$ cat src/rtl/mips_pkg.sv
// Shared MIPS decode definitions: opcode/funct codes and the control-bit bundle.
// Latency: n/a (definitions only).
// Backpressure: n/a.
package mips_pkg;

  // Opcodes (instr[31:26])
  localparam logic [5:0] OP_RTYPE = 6'h00;
  localparam logic [5:0] OP_BEQ   = 6'h04;
  localparam logic [5:0] OP_BNE   = 6'h05;
  localparam logic [5:0] OP_ADDI  = 6'h08;
  localparam logic [5:0] OP_SLTI  = 6'h0A;
  localparam logic [5:0] OP_ANDI  = 6'h0C;
  localparam logic [5:0] OP_ORI   = 6'h0D;
  localparam logic [5:0] OP_XORI  = 6'h0E;
  localparam logic [5:0] OP_LUI   = 6'h0F;
  localparam logic [5:0] OP_LW    = 6'h23;
  localparam logic [5:0] OP_SW    = 6'h2B;

  // Function codes (instr[5:0]) for R-type
  localparam logic [5:0] FN_SLL = 6'h00;
  localparam logic [5:0] FN_ADD = 6'h20;
  localparam logic [5:0] FN_SUB = 6'h22;
  localparam logic [5:0] FN_AND = 6'h24;
  localparam logic [5:0] FN_OR  = 6'h25;
  localparam logic [5:0] FN_SLT = 6'h2A;

  // Control bits carried into EX
  typedef struct packed {
    logic mem_read;
    logic mem_write;
    logic reg_write;
  } ctrl_t;

endpackage

$ cat src/rtl/control_decoder.sv
// Combinational opcode decoder: control bits, rt-as-source flag, immediate extension mode.
// Latency: 0 cycles (pure combinational).
// Backpressure: none; outputs follow the opcode input.
// Ports: opcode (6) in; ctrl (mem_read/mem_write/reg_write), uses_rt, zero_ext out.
module control_decoder
  import mips_pkg::*;
(
  input  logic [5:0] opcode,
  output ctrl_t      ctrl,
  output logic       uses_rt,
  output logic       zero_ext
);

  always_comb begin
    ctrl     = '0;
    uses_rt  = 1'b0;
    zero_ext = 1'b0;

    case (opcode)
      OP_RTYPE: ctrl.reg_write = 1'b1;
      OP_LW: begin
        ctrl.mem_read  = 1'b1;
        ctrl.reg_write = 1'b1;
      end
      OP_SW:    ctrl.mem_write = 1'b1;
      OP_ADDI, OP_SLTI, OP_ANDI, OP_ORI, OP_XORI, OP_LUI:
                ctrl.reg_write = 1'b1;
      default:  ctrl = '0;
    endcase

    // rt is read as a source operand (not a destination) for these
    uses_rt  = (opcode == OP_RTYPE) || (opcode == OP_SW) ||
               (opcode == OP_BEQ)   || (opcode == OP_BNE);

    // Logical immediates are zero-extended
    zero_ext = (opcode == OP_ANDI) || (opcode == OP_ORI) || (opcode == OP_XORI);
  end

endmodule

$ cat src/rtl/id_ex_stage.sv
// MIPS decode stage + ID/EX pipeline register with load-use bubble, flush and EX hold.
// Latency: 1 cycle from acceptance (in_valid & in_ready) to out_valid.
// Backpressure: ex_ready low holds ID/EX and drops in_ready; load-use hazard drops in_ready one cycle.
// Ports: clk, reset (async active-high); IF/ID in_valid/in_ready/in_instr/in_pc4; flush; ex_ready;
//        bank side rs/rt/read_reg_flag (active-low), dato_A/dato_B; writeback wb_write_flag (active-low)/wb_reg/wb_data;
//        ID/EX out_valid, out_pc4/out_A/out_B/out_imm, out_rs/out_rt/out_rd, out_opcode/out_funct/out_shamt,
//        out_mem_read/out_mem_write/out_reg_write.
// Option: define WB_BYPASS_EN to forward same-cycle writeback data into out_A/out_B.
module id_ex_stage
  import mips_pkg::*;
(
  input  logic        clk,
  input  logic        reset,
  input  logic        in_valid,
  output logic        in_ready,
  input  logic [31:0] in_instr,
  input  logic [31:0] in_pc4,
  input  logic        flush,
  input  logic        ex_ready,
  output logic [4:0]  rs,
  output logic [4:0]  rt,
  output logic        read_reg_flag,
  input  logic [31:0] dato_A,
  input  logic [31:0] dato_B,
  input  logic        wb_write_flag,
  input  logic [4:0]  wb_reg,
  input  logic [31:0] wb_data,
  output logic        out_valid,
  output logic [31:0] out_pc4,
  output logic [31:0] out_A,
  output logic [31:0] out_B,
  output logic [31:0] out_imm,
  output logic [4:0]  out_rs,
  output logic [4:0]  out_rt,
  output logic [4:0]  out_rd,
  output logic [5:0]  out_opcode,
  output logic [5:0]  out_funct,
  output logic [4:0]  out_shamt,
  output logic        out_mem_read,
  output logic        out_mem_write,
  output logic        out_reg_write
);

  logic [5:0]  opcode;
  logic [4:0]  rd_field;
  logic [4:0]  dest;
  logic [31:0] imm_ext;
  logic [31:0] opnd_a;
  logic [31:0] opnd_b;
  ctrl_t       ctrl;
  logic        uses_rt;
  logic        zero_ext;
  logic        hazard;

  assign opcode        = in_instr[31:26];
  assign rs            = in_instr[25:21];
  assign rt            = in_instr[20:16];
  assign rd_field      = in_instr[15:11];
  assign read_reg_flag = ~in_valid;

  control_decoder u_dec (
    .opcode   (opcode),
    .ctrl     (ctrl),
    .uses_rt  (uses_rt),
    .zero_ext (zero_ext)
  );

  assign dest    = (opcode == OP_RTYPE) ? rd_field : rt;
  assign imm_ext = zero_ext ? {16'h0000, in_instr[15:0]}
                            : {{16{in_instr[15]}}, in_instr[15:0]};

`ifdef WB_BYPASS_EN
  // Bank read and writeback land in the same cycle: take the value being written
  assign opnd_a = (!wb_write_flag && wb_reg != 5'd0 && wb_reg == rs) ? wb_data : dato_A;
  assign opnd_b = (!wb_write_flag && wb_reg != 5'd0 && wb_reg == rt) ? wb_data : dato_B;
`else
  logic unused_wb;
  assign unused_wb = ^{wb_write_flag, wb_reg, wb_data};
  assign opnd_a    = dato_A;
  assign opnd_b    = dato_B;
`endif

  // Load in EX whose result the decoding instruction needs: one bubble suffices,
  // because the bubble clears out_mem_read and the hazard disappears next cycle.
  assign hazard = in_valid && out_valid && out_mem_read && (out_rd != 5'd0) &&
                  ((out_rd == rs) || (uses_rt && (out_rd == rt)));

  assign in_ready = flush || (ex_ready && !hazard);

  always_ff @(posedge clk or posedge reset) begin
    if (reset) begin
      out_valid     <= 1'b0;
      out_pc4       <= '0;
      out_A         <= '0;
      out_B         <= '0;
      out_imm       <= '0;
      out_rs        <= '0;
      out_rt        <= '0;
      out_rd        <= '0;
      out_opcode    <= '0;
      out_funct     <= '0;
      out_shamt     <= '0;
      out_mem_read  <= 1'b0;
      out_mem_write <= 1'b0;
      out_reg_write <= 1'b0;
    end else if (flush || (ex_ready && hazard)) begin
      // Bubble: only validity and side-effecting control bits matter
      out_valid     <= 1'b0;
      out_mem_read  <= 1'b0;
      out_mem_write <= 1'b0;
      out_reg_write <= 1'b0;
    end else if (ex_ready) begin
      out_valid     <= in_valid;
      out_pc4       <= in_pc4;
      out_A         <= opnd_a;
      out_B         <= opnd_b;
      out_imm       <= imm_ext;
      out_rs        <= rs;
      out_rt        <= rt;
      out_rd        <= dest;
      out_opcode    <= opcode;
      out_funct     <= in_instr[5:0];
      out_shamt     <= in_instr[10:6];
      out_mem_read  <= ctrl.mem_read  & in_valid;
      out_mem_write <= ctrl.mem_write & in_valid;
      out_reg_write <= ctrl.reg_write & in_valid;
    end
    // ex_ready low without flush: hold every ID/EX register
  end

endmodule

$ cat config.mk
export PLATFORM = sky130hd
export DESIGN_NAME = id_ex_stage
export DESIGN_NICKNAME = d
export VERILOG_FILES = /design/src/rtl/mips_pkg.sv /design/src/rtl/control_decoder.sv /design/src/rtl/id_ex_stage.sv
export SDC_FILE = /design/constraint.sdc
export NUM_CORES = 1
export LEC_CHECK = 0
export ABC_AREA = 0
export BUFFER_PORTS_ARGS = -buffer_cell sky130_fd_sc_hd__clkbuf_2
export CORE_MARGIN = 8
export CORE_UTILIZATION = 30
export DETAILED_ROUTE_END_ITERATION = 10
export GPL_ROUTABILITY_DRIVEN = 1
export PLACE_DENSITY = 0.68
export RECOVER_POWER = 25
export SLEW_MARGIN = 25
export SYNTH_ARGS = -nofsm -noshare
export SYNTH_HDL_FRONTEND = slang
export SYNTH_SLANG_ARGS = --single-unit
$ cat constraint.sdc
create_clock -name clk -period 9.07 [get_ports clk]
set_clock_uncertainty 0.2 [all_clocks]
set_input_delay 1.814 -clock clk [delete_from_list [all_inputs] [get_ports clk]]
set_output_delay 1.814 -clock clk [all_outputs]
set_load 0.1 [all_outputs]
==> impl_metrics.tcl, run 1 <==
set metrics [dict create \
    status "complete, but fails checks" \
    violations "max-capacitance violations, max-slew violations" \
    clk_pin_slew_ns 0.06 \
    multi_input_area_mm2 0.00191 \
    syn_to_final_growth_pct 37.1 \
    clockRootBuffer "clkbuf_16" \
    synth-seq-cells 138 \
    worstSetupStartpoint "in_instr[28]" \
    power_density_mw_per_mm2 331 \
    worstMarginPinSlew_ns 3.59 \
    leakage_nw 3.87 \
    grt_pass1_wl_um 24000 \
    period_minus_slack_ns 5.55 \
    cp.required_ns 7.06 \
    grt_antenna_before_repair 1 \
    finalHoldViolCount 0 \
    drtIter0Drc 115 \
    fin_setup_tns_ns 0 \
    place_area_mm2 0.00723 \
    grt_pass1_vias 4504 \
    final_common_cell "clkbuf_2" \
    syn_area_mm2 0.00571 \
    io_pins 347 \
    max_slew_margin_pct -140 \
    fp.dieW_um 154 \
    nFillCells 1795 \
    final-setup-viol-count 0 \
    hpwlAfterDp_um 11700 \
    fmax_mhz 180 \
    clock_latency_ns 0.41 \
    via_per_inst 4.47 \
    diodes 0 \
    core_region_area_mm2 0.0187 \
    avgSynthCellArea_um2 15.0 \
    start_util_pct 30.5 \
    syn_inst 381 \
    critPathLaunchType "input port" \
    postLayoutCellArea_mm2 0.00783 \
    vias 4047 \
    synth_cell_type_count 33 \
    cts_buffers 17 \
    post_cts_buffers 0 \
    syn-num-nets 552 \
    place.gp.congestion 0.743 \
    die-area_mm2 0.0237 \
    arrival_ns 3.54 \
    cp-end-kind "output port" \
    r2r_end "out_B[9]" \
    reg2reg_slack_ns 6.03 \
    htree_levels 4 \
    critPathCapture "in_ready" \
    reg2reg_depth 6 \
    grt-ovfl-total 0 \
    maxCapViolCount 1 \
    hold_class "flip-flop to flip-flop" \
    placementRows 50 \
    firstDrtPassIters 4 \
    min_path_cells 1 \
    drive_gt1_share_pct 61.2 \
    area.sequential_mm2 0.00345 \
    post_cts_resized 0 \
    rsz0062_at_grt "false" \
    cp_max_fo 7 \
    postCtsHoldBufs 0 \
    grt_max_degree 82 \
    io_buffers 308 \
    period_share_pct 61.2 \
    ys.warnings.count 0 \
    die-height_um 154 \
    drv_slew 82 \
    clk_path_buf_depth 2 \
    ys_seq_area_share_pct 60.4 \
    antenna_left 0 \
    vdd_drop_max_v 0.000159 \
    drc 0 \
    drt-total-wl_um 15200 \
    wl_per_cell_um 16.8 \
    grt_use_total_pct 12.9 \
    worst-setup-path-type "input port to output port" \
    final_cell_mix "281 x clkbuf_2, 138 x dfrtp_1, 89 x mux2_2" \
    cts_tree "done" \
    r2r_start "out_rd[2]" \
    cts.sinks 138 \
    final_nets 830 \
]
==> cell families (layout without fill, tap and decap cells) <==
kind of cell	count (synthesis)	in the layout	share of synthesized area, %
mux	138	138	27.5
buf+inv	54	345	6.28
xor+xnor	10	10	1.53
flops	138	138	60.4
compound gates	10	10	1.18
simple gates	31	31	3.04
==> synthesized netlist by cell type, drive strengths merged <==
cell,number,share of area (%)
o21a,1,0.13
nor4bb,1,0.18
nor3,4,0.35
or4,1,0.13
xor2,8,1.2
clkbuf,1,0.066
o2bb2ai,1,0.15
nor2b,1,0.11
nand2,7,0.46
and2,1,0.11
a21o,1,0.13
xnor2,2,0.31
a21oi,1,0.088
or3,1,0.11
nand2b,1,0.11
nand3,5,0.53
nor3b,1,0.13
a32o,1,0.18
o21ai,4,0.35
dfrtp,138,60
a22o,1,0.15
and4b,1,0.18
nand3b,1,0.13
inv,2,0.13
nand4,2,0.22
nor2,3,0.20
mux2,138,28
nor4,1,0.11
buf,51,6.1
==> per-layer routing <==
| metal | vias to the layer above | global-route usage [%] | routed length, um |
|---|---|---|---|
| met3 | 15 | 7.60 | 1830 |
| met5 | - | 0 | 13 |
| met4 | 2 | 5.27 | 184 |
| li1 | 1861 | - | - |
| met1 | 1975 | 12.6 | 5620 |
| met2 | 194 | 22.0 | 7600 |
==> critical path: stages <==
cell and delay (ns):
clkbuf_1 0.22, and4b_1 0.25, a22o_1 0.25, nand4_1 0.18, and2_0 0.23, a21o_1 0.14, clkbuf_2 0.45
==> flip-flops by register name (all words and copies together), names as in the netlist <==
signal,flops
out_opcode,6
out_rs,5
out_pc4,32
out_A,32
out_mem_read,1
out_rt,5
out_reg_write,1
out_rd,5
out_imm,17
out_mem_write,1
out_valid,1
out_B,32
==> worst min-delay path by stage <==
| stage | startpoint | end | slack, ns |
|---|---|---|---|
| after floorplan | out_mem_write | out_mem_write | 0.77 |
| after global placement | out_mem_write | out_mem_write | 0.27 |
| after detailed placement | out_pc4[19] | out_pc4[19] | 0.28 |
| after CTS | out_pc4[19] | out_pc4[19] | 0.29 |
| after global routing | out_rs[2] | out_rs[2] | 0.31 |
| final | out_pc4[19] | out_pc4[19] | 0.29 |
==> per-stage QoR <==
stage | hold slack [ns] | setup slack [ns] | util (%) | instances | power [mW]
after floorplan | 0.767 | 3.36 | - | 381 | 1.70
after global placement | 0.272 | 3.61 | 38.7 | 874 | 1.86
after detailed placement | 0.280 | 3.62 | 38.7 | 874 | 1.87
after CTS | 0.294 | 3.62 | 42.1 | 906 | 2.64
after global routing | 0.306 | 3.42 | 41.9 | 906 | 2.69
final | 0.289 | 3.52 | 41.9 | 906 | 2.59
==> cell type report <==
class	instances	area share (%)
Sequential cell	138	44.1
Multi-Input combinational cell	189	24.4
Timing Repair Buffer	311	19.5
Clock buffer	18	5.48
Tap cell	234	3.74
Clock inverter	14	2.68
Inverter	2	0.112
==> where the power goes <==
part | switching, mW | internal (mW)
combinational | 0.927 | 0.157
clock | 0.286 | 0.469
sequential | 0.0504 | 0.705
Note: power is estimated with default switching activity, not from simulation.
==> run 2: changes to the inputs <==
==> constraint.sdc (replaced) <==
create_clock -name clk -period 5.3 [get_ports clk]
set_clock_uncertainty 0.2 [all_clocks]
set_input_delay 1.06 -clock clk [delete_from_list [all_inputs] [get_ports clk]]
set_output_delay 1.06 -clock clk [all_outputs]
set_load 0.1 [all_outputs]
==> run 2 against run 1 <==
Compared with the run above:
- the flow still finishes with violations (max-capacitance violations, max-slew violations)
- die area unchanged
- cell count up 0.11%
- non-clock buffer count stayed put
- hold slack lost 0.0068 ns
- power increased by 71%
- via count fell by 0.86%
- wire length up 0.35%
- largest power group unchanged
==> impl_metrics.tcl, run 2 (synthesis results as in run 1) <==
set metrics [dict create \
    status "complete, but fails checks" \
    violations "max-capacitance violations, max-slew violations" \
    clk_path_buf_depth 2 \
    clockRootBuffer "clkbuf_16" \
    finalHoldViolCount 0 \
    max_slew_margin_pct -52.1 \
    die-area_mm2 0.0237 \
    grt_antenna_before_repair 0 \
    cp_max_fo 4 \
    io_buffers 308 \
    final-setup-viol-count 0 \
    power_density_mw_per_mm2 563 \
    rsz0062_at_grt "false" \
    drv_slew 105 \
    antenna_left 0 \
    grt_use_total_pct 12.8 \
    cp-end-kind "output port" \
    slowest_stage "nor4_1" \
    multi_input_area_mm2 0.00191 \
    nFillCells 1793 \
    worstMarginPinSlew_ns 2.28 \
    final_cell_mix "307 x clkbuf_2, 138 x dfrtp_1, 89 x mux2_2" \
    fin_ws_ns 1.31 \
    dp_cells 874 \
    post_cts_resized 0 \
    io_pins 347 \
    min_path_cells 2 \
    firstDrtPassIters 4 \
    core_region_area_mm2 0.0187 \
    top_layer_used "met4" \
    dr_wl_met3_um 1890 \
    worstHoldStart "out_mem_write" \
    placementRows 50 \
    syn_to_final_growth_pct 38.1 \
    start_util_pct 30.5 \
    grt_pass1_wl_um 23800 \
    r2r_end "out_A[8]" \
    worst_path_most_repeated_cell "clkbuf_2" \
    grt-ovfl-total 0 \
    place_ws_ns 1.29 \
    leakage_nw 3.97 \
    fin_setup_tns_ns 0 \
    clk_pin_slew_ns 0.06 \
    final_common_cell "clkbuf_2" \
    total_power_mw 4.44 \
    wl_per_cell_um 16.9 \
    r2r_start "out_rd[2]" \
    worst-setup-path-type "input port to output port" \
    reg2reg_depth 6 \
    maxCapViolCount 1 \
    cp_slowest_stage_delay_ns 0.37 \
    drtIter0Drc 109 \
    post-route-util_pct 42.2 \
    vdd_drop_max_v 0.000251 \
    hpwlAfterDp_um 11600 \
    clock_latency_ns 0.40 \
    fmax_mhz 251 \
    fp.dieW_um 154 \
    period_minus_slack_ns 3.99 \
    grt_pass1_vias 4386 \
    drt-total-wl_um 15300 \
    wirelength_met1_um 5690 \
    final_cell_count_no_fill 907 \
    hold_class "flip-flop to flip-flop" \
    grt_max_degree 105 \
    cp.required_ns 4.04 \
    cts_tree "done" \
    cts_buffers 17 \
    via_per_inst 4.42 \
    critPathLaunchType "input port" \
    vias 4012 \
    arrival_ns 2.73 \
    area.sequential_mm2 0.00345 \
    reg.largest.list "out_A (32), out_B (32), out_pc4 (32)" \
    post_cts_buffers 0 \
    postCtsHoldBufs 0 \
    die-height_um 154 \
    final_nets 830 \
    reg2reg_slack_ns 2.44 \
    worstHoldEndpoint "out_mem_write" \
    dr_wl_met2_um 7510 \
    period_share_pct 75.3 \
    htree_levels 4 \
    cts.sinks 138 \
    cp_cell_sequence "clkbuf_2 > xor2_1 > nor4_1 > nand4_1 > and2_1 > a21o_1 > clkbuf_2" \
    place.gp.congestion 0.728 \
    drive_gt1_share_pct 65.2 \
    drc 0 \
]
==> run 2: cell count changes in the layout (fill, tap and decap cells not counted), moves of 2 or more <==
| cell | previous run | this run |
|---|---|---|
| buf_12 | 0 | 2 |
| buf_4 | 3 | 1 |
| clkbuf_1 | 28 | 1 |
| clkbuf_2 | 281 | 307 |
| clkinv_2 | 0 | 2 |
==> run 2: where the power goes <==
part           switching (mW)  internal (mW)
logic                    1.59          0.278
clock network           0.486          0.799
registers              0.0863           1.21
total                    2.16           2.28
==> run 2: worst max path at each step <==
stage / start / endpoint / slack (ns) / cells past startpoint
global placement: in_instr[18] / in_ready / 1.25 / 7
CTS: in_instr[18] / in_ready / 1.29 / 7
floorplan: reset / out_A[0] / 0.34 / 1
global route: in_instr[18] / in_ready / 1.24 / 7
finish: in_instr[18] / in_ready / 1.31 / 7
detailed placement: in_instr[18] / in_ready / 1.29 / 7
==> run 2: final cells by class <==
type                       instances  area share [%]
antenna                            1          0.0317
clock buffer                      17            5.39
clock inverter                    15            2.66
inverter                           2           0.143
multi-input combinational        189            24.2
sequential                       138            43.8
tap                              234            3.71
timing repair buffer             311            20.1
==> run 2: layer usage <==
metal	global-route usage, %	up-vias
met3	7.34	12
met4	4.53	0
met1	13.1	1955
li1	-	1854
met5	0	-
met2	21.4	191
==> run 2: metrics by stage <==
stage	area [um2]	hold slack, ns
after CTS	7890	0.288
final	7890	0.282
after detailed placement	7260	0.275
after floorplan	5710	0.767
after global placement	7260	0.269
after global routing	7890	0.297
==> run 2: critical path: cells and delay by family <==
kind            cells  cell delay [ns]
buf+inv             2             0.48
compound gates      1             0.18
xor+xnor            1             0.16
simple gates        3             0.85
==> run 3: changes to the inputs <==
==> constraint.sdc (replaced) <==
create_clock -name clk -period 4.13 [get_ports clk]
set_clock_uncertainty 0.2 [all_clocks]
set_input_delay 0.826 -clock clk [delete_from_list [all_inputs] [get_ports clk]]
set_output_delay 0.826 -clock clk [all_outputs]
set_load 0.1 [all_outputs]
==> run 3 against run 2 <==
Compared with the run above:
- sequential cell count stayed put
- combinational power increased by 28%
- sequential share of layout area increased by 0.33 points
- setup slack got worse by 0.68 ns
- hold slack got worse by 0.17 ns
- clock-buffer cell count unchanged
- the flow still finishes with violations (max-capacitance violations, max-slew violations)
- design area shrank 0.75%
- cell count shrank 0.11%
- first-iteration DRC count shrank 46%
- critical path depth stayed put
- register-to-register slack worse by 0.76 ns
- via count up 2.2%
==> impl_metrics.tcl, run 3 (synthesis results as in run 1) <==
set metrics [dict create \
    vias 4099 \
    post_cts_resized 0 \
    cp-end-kind "output port" \
    slowest_stage "clkbuf_2" \
    place_area_mm2 0.00728 \
    cp_slowest_stage_delay_ns 0.37 \
    htree_levels 4 \
    final_cell_mix "307 x clkbuf_2, 138 x dfrtp_1, 89 x mux2_2" \
    cp_max_fo 4 \
    power_density_mw_per_mm2 708 \
    drtIter0Drc 59 \
    drt-total-wl_um 15200 \
    postCtsHoldBufs 0 \
    drc 0 \
    fp.dieW_um 154 \
    critPathLaunchType "input port" \
    fin_setup_tns_ns 0 \
    die-area_mm2 0.0237 \
    hpwlAfterDp_um 11600 \
    finalHoldViolCount 0 \
    worstMarginPinSlew_ns 1.80 \
    cts.sinks 138 \
    comb_power_share_pct 43.2 \
    core_region_area_mm2 0.0187 \
    critical_path_buf_inv_count 2 \
    period_minus_slack_ns 3.50 \
    p_int_mw 2.79 \
    violations "max-capacitance violations, max-slew violations" \
    io_pins 347 \
    start_util_pct 30.5 \
    grt-ovfl-total 0 \
    cts_buffers 17 \
    leakage_nw 3.93 \
    wl_per_cell_um 16.8 \
    clk_pin_slew_ns 0.06 \
    critPathTopFamily "simple AND/OR/NAND/NOR gates" \
    seqPwrFrac_pct 29.9 \
    syn_to_final_growth_pct 37.1 \
    vdd_drop_max_v 0.000286 \
    io_buffers 308 \
    max_slew_margin_pct -20.3 \
    final-setup-viol-count 0 \
    clk_path_buf_depth 2 \
    switching_share_pct 49.6 \
    worst_path_most_repeated_cell "clkbuf_2" \
    place.gp.congestion 0.738 \
    via_per_inst 4.52 \
    fmax_mhz 286 \
    grt_pass1_vias 4496 \
    nFillCells 1802 \
    cp_cell_sequence "clkbuf_2 > xor2_1 > nor4_1 > nand4_1 > and2_1 > a21o_1 > clkbuf_2" \
    switchingPower_mw 2.75 \
    antenna_left 0 \
    firstDrtPassIters 4 \
    postLayoutCellArea_mm2 0.00783 \
    period_share_pct 84.6 \
    placementRows 50 \
    maxCapViolCount 1 \
    grt_max_degree 134 \
    rsz0062_at_grt "false" \
    arrival_ns 2.47 \
    final_common_cell "clkbuf_2" \
    clkPwrFrac_pct 26.8 \
    diodes 0 \
    final_nets 831 \
    reg.largest.list "out_A (32), out_B (32), out_pc4 (32)" \
    cts_tree "done" \
    status "complete, but fails checks" \
    grt_use_total_pct 12.7 \
    hold_class "input port to asynchronous set/reset pin" \
    cp.required_ns 3.10 \
    grt_antenna_before_repair 0 \
    total_power_mw 5.54 \
    post_cts_buffers 0 \
    worst-setup-path-type "input port to output port" \
    clock_latency_ns 0.40 \
    grt_pass1_wl_um 23900 \
    die-height_um 154 \
    drive_gt1_share_pct 65.2 \
    clockRootBuffer "clkbuf_16" \
    drv_slew 134 \
]
## run 3: cell count changes in the layout (fill, tap and decap cells not counted)
cell,delta
bufinv_16,-2
clkinvlp_4,+2
inv_6,-2
clkbuf_4,+1
clkinv_2,+1
clkinvlp_2,+1
diode_2,-1
inv_8,-1
## run 3: power by group through the flow
stage / logic, mW / clock network [mW] / registers (mW)
after floorplan: 0.616 / 0 / 3.12
after global placement: 2.41 / 0 / 1.67
after detailed placement: 2.42 / 0 / 1.68
after CTS: 2.42 / 1.54 / 1.66
after global routing: 2.46 / 1.60 / 1.69
final: 2.40 / 1.49 / 1.66
## run 3: metrics by stage
| step | worst slack (ns) | hold slack [ns] | util [%] | std cells |
|---|---|---|---|---|
| after global placement | 0.631 | 0.274 | 38.9 | 875 |
| after CTS | 0.608 | 0.0871 | 42.0 | 906 |
| after floorplan | 0.878 | 0.758 | - | 381 |
| after detailed placement | 0.609 | 0.280 | 38.9 | 875 |
| after global routing | 0.573 | 0.124 | 41.9 | 906 |
| final | 0.635 | 0.111 | 41.9 | 906 |
## run 3: path summary, 6_finish.rpt
| kind | from | end | slack [ns] | cells after the start |
|---|---|---|---|---|
| worst max register to register | out_rd[2] | out_pc4[9] | 1.68 | 6 |
| worst min register to register | out_imm[12] | out_imm[12] | 0.29 | 1 |
| max in group asynchronous | reset | out_rt[3] | 1.54 | 3 |
| worst max-delay path | in_instr[18] | in_ready | 0.63 | 7 |
| worst min-delay path | reset | out_B[27] | 0.11 | 2 |
| min in group clk | out_imm[12] | out_imm[12] | 0.29 | 1 |
## run 3: routing by layer
layer / track usage, % / part of all wire, %
met5: 0 / 0
met4: 4.29 / 1.3
met3: 8.02 / 14
met2: 21.6 / 49
met1: 12.5 / 36
## run 3: worst register-to-register path, delay by kind of cell (launching register included)
kind | cells | cell delay [ns]
buf+inv | 1 | 0.30
mux | 1 | 0.49
xor+xnor | 1 | 0.19
flops | 1 | 0.43
simple gates | 3 | 0.75
## run 3: layout make-up
cell class | count | area, um2 | area share, %
Clock buffer | 17 | 425 | 5.43
Clock inverter | 14 | 149 | 1.90
Inverter | 2 | 8.76 | 0.112
Multi-Input combinational cell | 189 | 1910 | 24.4
Sequential cell | 138 | 3450 | 44.1
Tap cell | 234 | 293 | 3.74
Timing Repair Buffer | 312 | 1600 | 20.4
